$ cat src/rtl/keypad_scanner_if.sv
// rtl/keypad_scanner_if.sv - keypad matrix and digit output bundle for keypad_scanner
interface keypad_scanner_if;
    logic [3:0] row_in;
    logic [3:0] col_out;
    logic [3:0] digit_out;
    logic       digit_valid;
    logic       key_held;

    // master: the scanner itself; slave: keypad matrix and downstream digit accumulator
    modport master (
        input  row_in,
        output col_out,
        output digit_out,
        output digit_valid,
        output key_held
    );
    modport slave (
        output row_in,
        input  col_out,
        input  digit_out,
        input  digit_valid,
        input  key_held
    );
endinterface

$ cat src/rtl/keypad_scanner.sv
// rtl/keypad_scanner.sv - 4x4 hex keypad scanner with press/release debounce
module keypad_scanner #(
    parameter int SCAN_DIV        = 8,
    parameter int DEBOUNCE_CYCLES = 16
) (
    input  logic             clk,
    input  logic             reset,
    keypad_scanner_if.master bus
);

    if (SCAN_DIV < 4) begin : g_scan_div_check
        $error("keypad_scanner: SCAN_DIV must be at least 4");
    end
    if (DEBOUNCE_CYCLES < 1) begin : g_debounce_check
        $error("keypad_scanner: DEBOUNCE_CYCLES must be at least 1");
    end

    localparam int DW = $clog2(SCAN_DIV);
    localparam int CW = $clog2(DEBOUNCE_CYCLES + 1);
    localparam logic [DW-1:0] DWELL_LAST = DW'(SCAN_DIV - 1);
    localparam logic [CW-1:0] DEB_LAST   = CW'(DEBOUNCE_CYCLES - 1);

    localparam logic [2:0] ST_SCAN     = 3'd0;
    localparam logic [2:0] ST_DEBOUNCE = 3'd1;
    localparam logic [2:0] ST_EMIT     = 3'd2;
    localparam logic [2:0] ST_WAIT_REL = 3'd3;
    localparam logic [2:0] ST_REL_DEB  = 3'd4;

    logic [3:0]    rows_m;
    logic [3:0]    rows_s;
    logic [2:0]    state;
    logic [1:0]    col_idx;
    logic [1:0]    row_idx;
    logic [DW-1:0] dwell_cnt;
    logic [CW-1:0] deb_cnt;
    logic [3:0]    digit_q;
    logic          valid_q;
    logic          held_q;
    logic [1:0]    low_row;
    logic          watched_row;

    // Row code for the matrix position; '*' maps to E and '#' to F
    function automatic logic [3:0] key_code(input logic [1:0] r, input logic [1:0] c);
        logic [3:0] code;
        case ({r, c})
            4'h0:    code = 4'h1;
            4'h1:    code = 4'h2;
            4'h2:    code = 4'h3;
            4'h3:    code = 4'hA;
            4'h4:    code = 4'h4;
            4'h5:    code = 4'h5;
            4'h6:    code = 4'h6;
            4'h7:    code = 4'hB;
            4'h8:    code = 4'h7;
            4'h9:    code = 4'h8;
            4'hA:    code = 4'h9;
            4'hB:    code = 4'hC;
            4'hC:    code = 4'hE;
            4'hD:    code = 4'h0;
            4'hE:    code = 4'hF;
            default: code = 4'hD;
        endcase
        return code;
    endfunction

    // Two-flop synchronizer for the asynchronous, pulled-up row lines
    always_ff @(posedge clk or posedge reset) begin
        if (reset) begin
            rows_m <= 4'hF;
            rows_s <= 4'hF;
        end else begin
            rows_m <= bus.row_in;
            rows_s <= rows_m;
        end
    end

    // Lowest-index active row wins when several rows are low at once
    always_comb begin
        low_row = 2'd3;
        casez (rows_s)
            4'b???0: low_row = 2'd0;
            4'b??01: low_row = 2'd1;
            4'b?011: low_row = 2'd2;
            default: low_row = 2'd3;
        endcase
    end

    assign watched_row = rows_s[row_idx];

    // Scan / debounce / emit / release-debounce sequencer
    always_ff @(posedge clk or posedge reset) begin
        if (reset) begin
            state     <= ST_SCAN;
            col_idx   <= 2'd0;
            row_idx   <= 2'd0;
            dwell_cnt <= '0;
            deb_cnt   <= '0;
            digit_q   <= 4'h0;
            valid_q   <= 1'b0;
            held_q    <= 1'b0;
        end else begin
            valid_q <= 1'b0;
            case (state)
                ST_SCAN: begin
                    if (dwell_cnt == DWELL_LAST) begin
                        dwell_cnt <= '0;
                        if (rows_s == 4'hF) begin
                            col_idx <= col_idx + 2'd1;
                        end else begin
                            row_idx <= low_row;
                            deb_cnt <= '0;
                            state   <= ST_DEBOUNCE;
                        end
                    end else begin
                        dwell_cnt <= dwell_cnt + 1'b1;
                    end
                end
                ST_DEBOUNCE: begin
                    if (watched_row) begin
                        deb_cnt   <= '0;
                        dwell_cnt <= '0;
                        col_idx   <= col_idx + 2'd1;
                        state     <= ST_SCAN;
                    end else if (deb_cnt == DEB_LAST) begin
                        deb_cnt <= '0;
                        digit_q <= key_code(row_idx, col_idx);
                        valid_q <= 1'b1;
                        held_q  <= 1'b1;
                        state   <= ST_EMIT;
                    end else begin
                        deb_cnt <= deb_cnt + 1'b1;
                    end
                end
                ST_EMIT: begin
                    state <= ST_WAIT_REL;
                end
                ST_WAIT_REL: begin
                    if (watched_row) begin
                        deb_cnt <= '0;
                        state   <= ST_REL_DEB;
                    end
                end
                ST_REL_DEB: begin
                    if (!watched_row) begin
                        deb_cnt <= '0;
                        state   <= ST_WAIT_REL;
                    end else if (deb_cnt == DEB_LAST) begin
                        deb_cnt   <= '0;
                        held_q    <= 1'b0;
                        col_idx   <= 2'd0;
                        dwell_cnt <= '0;
                        state     <= ST_SCAN;
                    end else begin
                        deb_cnt <= deb_cnt + 1'b1;
                    end
                end
                default: begin
                    state     <= ST_SCAN;
                    col_idx   <= 2'd0;
                    dwell_cnt <= '0;
                    deb_cnt   <= '0;
                    held_q    <= 1'b0;
                end
            endcase
        end
    end

    assign bus.col_out     = ~(4'b0001 << col_idx);
    assign bus.digit_out   = digit_q;
    assign bus.digit_valid = valid_q;
    assign bus.key_held    = held_q;

endmodule
$ cat src/flat_wrapper.sv
// flat-port wrapper written by rule: the top's interface ports become plain ports
module keypad_scanner_flat 
#(
    parameter int SCAN_DIV        = 8,
    parameter int DEBOUNCE_CYCLES = 16
)
  (clk, reset, bus_row_in, bus_col_out, bus_digit_out, bus_digit_valid, bus_key_held);
  keypad_scanner_if bus_i ();
  input  logic clk;
  input  logic reset;
  input wire logic [$bits(bus_i.row_in)-1:0] bus_row_in;
  output wire logic [$bits(bus_i.col_out)-1:0] bus_col_out;
  output wire logic [$bits(bus_i.digit_out)-1:0] bus_digit_out;
  output wire logic [$bits(bus_i.digit_valid)-1:0] bus_digit_valid;
  output wire logic [$bits(bus_i.key_held)-1:0] bus_key_held;
  assign bus_i.row_in = bus_row_in;
  assign bus_col_out = bus_i.col_out;
  assign bus_digit_out = bus_i.digit_out;
  assign bus_digit_valid = bus_i.digit_valid;
  assign bus_key_held = bus_i.key_held;
  keypad_scanner #(.SCAN_DIV(SCAN_DIV), .DEBOUNCE_CYCLES(DEBOUNCE_CYCLES)) u_core (.clk(clk), .reset(reset), .bus(bus_i));
endmodule
$ cat config.mk
export PLATFORM = sky130hd
export DESIGN_NAME = keypad_scanner_flat
export DESIGN_NICKNAME = d
export VERILOG_FILES = /design/src/rtl/keypad_scanner_if.sv /design/src/rtl/keypad_scanner.sv /design/src/flat_wrapper.sv
export SDC_FILE = /design/constraint.sdc
export NUM_CORES = 1
export LEC_CHECK = 0
export ABC_AREA = 0
export CORE_UTILIZATION = 55
export CTS_CLUSTER_SIZE = 8
export DETAILED_ROUTE_END_ITERATION = 10
export PLACE_DENSITY = 0.78
export SLEW_MARGIN = 40
export SYNTH_ARGS = -nofsm -noshare
export SYNTH_HDL_FRONTEND = slang
export SYNTH_SLANG_ARGS = --single-unit
$ cat constraint.sdc
create_clock -name clk -period 2.6 [get_ports clk]
set_clock_uncertainty 0.1 [all_clocks]
set_input_delay 0.52 -clock clk [delete_from_list [all_inputs] [get_ports clk]]
set_output_delay 0.52 -clock clk [all_outputs]
set_load 0.01 [all_outputs]
=== After elaboration in Yosys (flattened, before gate mapping) ===
Memory sizes are Yosys's and may differ from the RTL's. A register that Yosys moved wholly into a read port is not among the register bits.
Cells that the tools add are included.
W data, S select, Z words.

* Equality and inequality tests: 20
* Muxes and demuxes: 36
* Reductions and logical operators: 10
* Shifts and indexed selects: 1
* Bitwise gates (word level): 7
* Add/subtract/negate cells: 3
* Magnitude comparators: 1

{| class="wikitable"
|+ Operators with widths
! operator !! count
|-
| $mux W3 || 10
|-
| $mux W5 || 6
|-
| $pmux W5 S5 || 1
|-
| $pmux W3 S5 || 1
|-
| $ne A2 B1 Y1 const B || 7
|-
| $pmux W3 S4 || 1
|-
| $mux W2 || 5
|-
| $reduce_and A5 Y1 || 2
|-
| $eq A3 B2 Y1 const B || 3
|-
| $mux W1 || 8
|-
| $pmux W2 S4 || 1
|-
| $reduce_and A4 Y1 || 2
|-
| $eq A3 B3 Y1 const B || 2
|-
| $not A1 Y1 || 6
|-
| $pmux W2 S3 || 1
|-
| $reduce_and A3 Y1 || 2
|-
| $reduce_and A6 Y1 || 1
|-
| $add A5 B1 Y5 const B || 1
|-
| $eq A5 B4 Y1 const B || 1
|-
| $eq A4 B4 Y1 const B || 1
|-
| $ne A2 B2 Y1 const B || 2
|-
| $not A4 Y4 || 1
|-
| $shl A1 B2 Y4 const A || 1
|-
| $add A3 B1 Y3 const B || 1
|-
| 11 further kinds || 11
|}

* Flip-flop bits (word level): 25
* Memories: 1
* Bits in read-only memories: 64
* Output and inout port bits: 10
* Word-level logic and storage cells: 88

{| class="wikitable"
|+ Memory list
! memory !! words !! bits a word !! rd ports !! clocked after Yosys merged registers in !! write ports !! RTL line !! text
|-
| (name not given) || 16 || 4 || 1 || 1 || 0 || keypad_scanner.sv:45 || <nowiki>case ({r, c})</nowiki>
|}

=== Longest topological paths before layout ===
* Depth after elaboration: 4
* Gate-level depth with buffers: 6
* Gate-level depth less buffers: 6

=== Worst setup path after synthesis ===
OpenSTA, ideal clock, no wires.

* Path type: reg-to-reg
* From: reg u_core.row_idx[0]
* To: reg u_core.digit_q[0], in the netlist u_core.bus.digit_out[0]
* Path slack: 0.628 ns
* Data required time: 2.376 ns
* Arrival: 1.748 ns
* Clock period less this slack: 1.972 ns
* Library setup time: 0.124 ns
* Stages on the path, launching flop included: 7
* Path through: dfrtp_1 > buf_6 > mux4_2 > or4_4 > buf_6 > nand2_1 > o21ai_2

* Cells in the longest elaborated chain, start to end: 4

{| class="wikitable"
|+ Ends and longest elaborated chain
! item !! RTL line !! text
|-
| from (decl) || keypad_scanner.sv:33 || <nowiki>logic [1:0] row_idx;</nowiki>
|-
| from (signal assigned) || keypad_scanner.sv:110 || <nowiki>row_idx <= low_row;</nowiki>
|-
| $bmux W1 S2 || keypad_scanner.sv:88 || <nowiki>assign watched_row = rows_s[row_idx];</nowiki>
|-
| $mux W1 (not written as such) || keypad_scanner.sv:88 ||
|-
| $not A1 Y1 (no line) || -- ||
|-
| $reduce_and A3 Y1 (no line) || -- ||
|-
| to (decl) || keypad_scanner.sv:36 || <nowiki>logic [3:0] digit_q;</nowiki>
|}

Parallel ways exist; a longest one is shown, timed or not. The select of a mux whose other input is x is not followed.
A chain may end at the register's enable or synchronous reset.

=== Final worst setup path ===
* From: reg u_core.col_idx[0]
* To: out bus_col_out[0]

* Cells in the longest elaborated chain, start to end: 2

{| class="wikitable"
|+ Ends and longest elaborated chain
! item !! RTL line !! text
|-
| from (decl) || keypad_scanner.sv:32 || <nowiki>logic [1:0] col_idx;</nowiki>
|-
| from (signal assigned) || keypad_scanner.sv:108 || <nowiki>col_idx <= col_idx + 2'd1;</nowiki>
|-
| from (signal assigned) || keypad_scanner.sv:122 || <nowiki>col_idx <= col_idx + 2'd1;</nowiki>
|-
| $shl A1 B2 Y4 || keypad_scanner.sv:168 || <nowiki>assign bus.col_out = ~(4'b0001 << col_idx);</nowiki>
|-
| $not A4 Y4 || keypad_scanner.sv:168 ||
|-
| to (decl) || flat_wrapper.sv:12 || <nowiki>output wire logic [$bits(bus_i.col_out)-1:0] bus_col_out;</nowiki>
|}

No other way between the ends.

==> metrics list <==
- Drt initial violations: 41
- Maximum clock frequency: 414 MHz
- Summed over all layers, the global routing overflow is 0.
- Power density over the cells: 942 nW/um^2
- The first global-routing pass estimated ~4.4 mm of wire.
- Drt first pass iters: 4
- H-tree lvl count: 2
- Measured along the x axis, the die boundary spans ~55 microns.
- The number of hold violations in the final report is 0.
* Routed wire per std cell: 14.7 microns
- Count of flip-flops with a built-in enable after synthesis: 0
* Clock power frac: 22.9%
* Post-route total power: 1.68 mW
- Clock Path Buffers: 2
- Core box area: 2570 sq um
- Clock-pin slew was measured on the worst setup and hold paths at ~0.1 ns.
- Async S/R FF share, synth: 100%
* Most common cell in the synthesized netlist: sky130_fd_sc_hd__dfrtp_1
* Fraction of layout instances using a drive strength above 1: about 17%
- In this run the vertical extent of the chip is 55.1 microns.
- Entering global routing, the biggest net connects 30 pins.
* Number of hold-repair buffers added at the cts stage: 0
* Kind of path behind the tightest hold check: reg -> reg
- Fin. max-slew vios: 0
- The top cell type by area accounts for between 30 and 40% of the synthesized area.
* Cell types with the highest counts after synthesis: sky130_fd_sc_hd__dfrtp_1 (21), sky130_fd_sc_hd__inv_1 (13), sky130_fd_sc_hd__nand2_1 (11)
- On the worst path, the slowest cell contributes a delay of 0.54 ns.
- Leakage power figure: 0.783 nW
- Accumulated negative setup slack: 0 ns
* Layout Area Growth over Synthesis: 14.8%
* Remaining design rule violation count: 0
- After technology mapping, the gate count stands at ~140.
* I/O pin count: 16
- Max cap viols: 0
- The initial antenna violation count is 0.
- Biggest area consumer among synthesized cells: sky130_fd_sc_hd__dfrtp_1
- Counting cells, the worst reg-to-reg path comes to 4.
* Last element of the critical path: bus_col_out[0]
- Number of setup buffers added after CTS: 0
- Input and output buffers added on the ports amount to 15.
- For the pin with the worst max-slew slack, the measured transition is 0.510 ns.
* Detailed-route vias per instance: 5.89
- For the worst-skew pair, the clock arrives at the later sink with an insertion delay of roughly 0.33 ns.
- Counting the buffers created by CTS gives 5.
- Net switching is about a third of the power.
- Sorting the synthesized cells by area gives the leading types as sky130_fd_sc_hd__dfrtp_1 (34%), sky130_fd_sc_hd__dfstp_2 (14%), sky130_fd_sc_hd__ha_1 (7.3%).
- For the worst setup path, the data required time is approximately 2.0 ns.
- Fraction of the yosys area taken by sequential cells: 47.4%
- TritonCTS built the clock tree.
- Tracing the worst setup path back leads to its startpoint at u_core.col_idx[0].
- Synthesis inferred 29 register bits.
- In the final design database the tool counted 173 nets.
* Setup repair after global routing missed its margin: no
- Yosys printed 0 warnings.
- Traced cell by cell, the critical path runs through inv_1 -> ha_1 -> inv_1 -> clkdlybuf4s50_1.
* Vias in the first global route: ~970
* Root buffer cell: sky130_fd_sc_hd__clkbuf_4
- Placer congestion estimate: 0.834
* Largest vdd supply drop: around 0.7 mV
- NetSw: 0.591 mW
- For this design, the sink count on the clock tree is 29.
* Count of antenna-violating nets left after detailed routing: 0
- Cell internal power was estimated by the tool at 1.09 mW.
* Number of filler instances in the final layout: 196
- Number of core rows: 18
- Signal arrival time at the worst endpoint: 1.80 ns
- RR Endpoint: u_core.deb_cnt[0]
- STA classifies the critical path endpoint as an output pin.
- Comb pwr share: 36.7%
* Combined global-route utilization of all metal layers: 22.0%
- The worst path in the final design needs a cycle of approximately 2.4 ns, including I/O delays and setup.
- STA classifies the critical path startpoint as a flip-flop.
- Flip-flop cell with the highest count after synthesis: sky130_fd_sc_hd__dfrtp_1
- Cell with the largest stage delay on the worst path: sky130_fd_sc_hd__clkdlybuf4s50_1
* Share of the cycle needed by the critical path after routing: 93.0%
- Total via count in the routed design: 1113
- Of all nets on the critical path, the largest fanout is 8.
- Final routed wirelength across all metal layers: 2.79 mm
- Netlist area before placement: 1550 sq um
- Number of diodes added for antenna fixing: 0
* Normalized max-slew margin: 66.0%
- Quantity of gates resized following cts: 0
- Worst R2R Start: u_core.row_idx[0]
- Mean Syn Cell Area: 10.9 sq um
- The share of total power dissipated in sequential elements is 40.4%.
* Net count after synthesis: about 160
- The die covers 3040 sq um.
- Once the floorplan was initialized, standard cells occupied approximately three fifths of the core.
- The HPWL after detailed placement is 1.97 mm.
- Final Setup Violations: 0
* Count of distinct cell types in the synthesized netlist: 44
* Result of the run: finished, final reports clean
- By instance count, the cell type seen most on the critical path is sky130_fd_sc_hd__inv_1.
* Type of the worst setup path: reg -> out
* Register-to-register setup slack: approximately 0.33 ns
logic make-up (layout without fill, tap and decap cells):
| family | count (synthesis) | count (layout) | synth area share [%] |
|---|---|---|---|
| DFF | 29 | 29 | 47.4 |
| and+or+nand+nor | 41 | 41 | 14.6 |
| AOI/OAI and AO/OA | 37 | 37 | 17.8 |
| muxes | 6 | 6 | 6.53 |
| buffers and inverters | 20 | 37 | 6.37 |
| adders and majority gates | 9 | 9 | 7.26 |
routing by layer:
metal	GRT usage (%)	wire (microns)
met5	0	0
met1	27.6	1270
met3	9.84	141
met2	33.3	1320
met4	7.92	48
per-stage QoR:
stage          cell area (sq um)  util [%]  cells  hold slack [ns]  worst slack, ns
6_report                    1780      69.4    189            0.264            0.183
5_1_grt                     1780      69.4    189            0.260           0.0670
4_1_cts                     1780      69.4    189            0.266            0.159
3_5_place_dp                1700      66.1    181            0.250            0.372
3_3_place_gp                1700      66.1    181            0.246            0.435
2_1_floorplan               1550         -    142            0.245            0.628
critical path, delay by kind of cell, from the launching register on:
kind | cells | cell delay, ns
buffers and inverters | 3 | 0.75
flip-flops | 1 | 0.50
adder cells (fa/ha/maj) | 1 | 0.21
area by class of cell:
class	instances	area, sq um	area share, %
Clock buffer	7	55.1	3.09
Clock inverter	1	30.0	1.69
Inverter	13	48.8	2.74
Multi-Input combinational cell	93	717	40.2
Sequential cell	29	736	41.3
Tap cell	30	37.5	2.11
Timing Repair Buffer	16	158	8.85
state kept, by name, indices dropped and copies added (netlist names):
| register | count |
|---|---|
| u_core.dwell_cnt | 3 |
| u_core.bus.digit_out | 4 |
| u_core.state | 3 |
| u_core.bus.digit_valid | 1 |
| u_core.row_idx | 2 |
| u_core.rows_m | 4 |
| u_core.bus.key_held | 1 |
| u_core.col_idx | 2 |
| u_core.deb_cnt | 5 |
| u_core.rows_s | 4 |
power groups by stage:
stage / combinational [mW] / sequential, mW / clock (mW)
final: 0.615 / 0.678 / 0.385
after global routing: 0.683 / 0.696 / 0.416
after CTS: 0.619 / 0.676 / 0.395
after detailed placement: 0.614 / 0.683 / 0
after global placement: 0.592 / 0.667 / 0
after floorplan: 0.530 / 0.612 / 0
layout by cell type, fill, tap and decap left out, drive strengths merged, types with 3 or more instances in the layout:
cell           count
dfstp              8
dfrtp             21
ha                 9
clkdlybuf4s50     15
clkbuf             7
nor2               5
inv               13
a22o               5
a21oi              6
nand2             11
nor2b              4
nor3               3
o21ai             12
nand3              5
mux2i              4
how the worst min path moves through the flow:
stage                  endpoint  slack (ns)  depth (start not counted)        startpoint
2_1_floorplan  u_core.rows_s[0]        0.25                          0  u_core.rows_m[0]
3_3_place_gp   u_core.rows_s[0]        0.25                          0  u_core.rows_m[0]
3_5_place_dp   u_core.rows_s[1]        0.25                          0  u_core.rows_m[1]
4_1_cts        u_core.rows_s[3]        0.27                          0  u_core.rows_m[3]
5_1_grt        u_core.rows_s[1]        0.26                          0  u_core.rows_m[1]
6_report       u_core.rows_s[3]        0.26                          0  u_core.rows_m[3]
(Power assumes the default switching activity.)
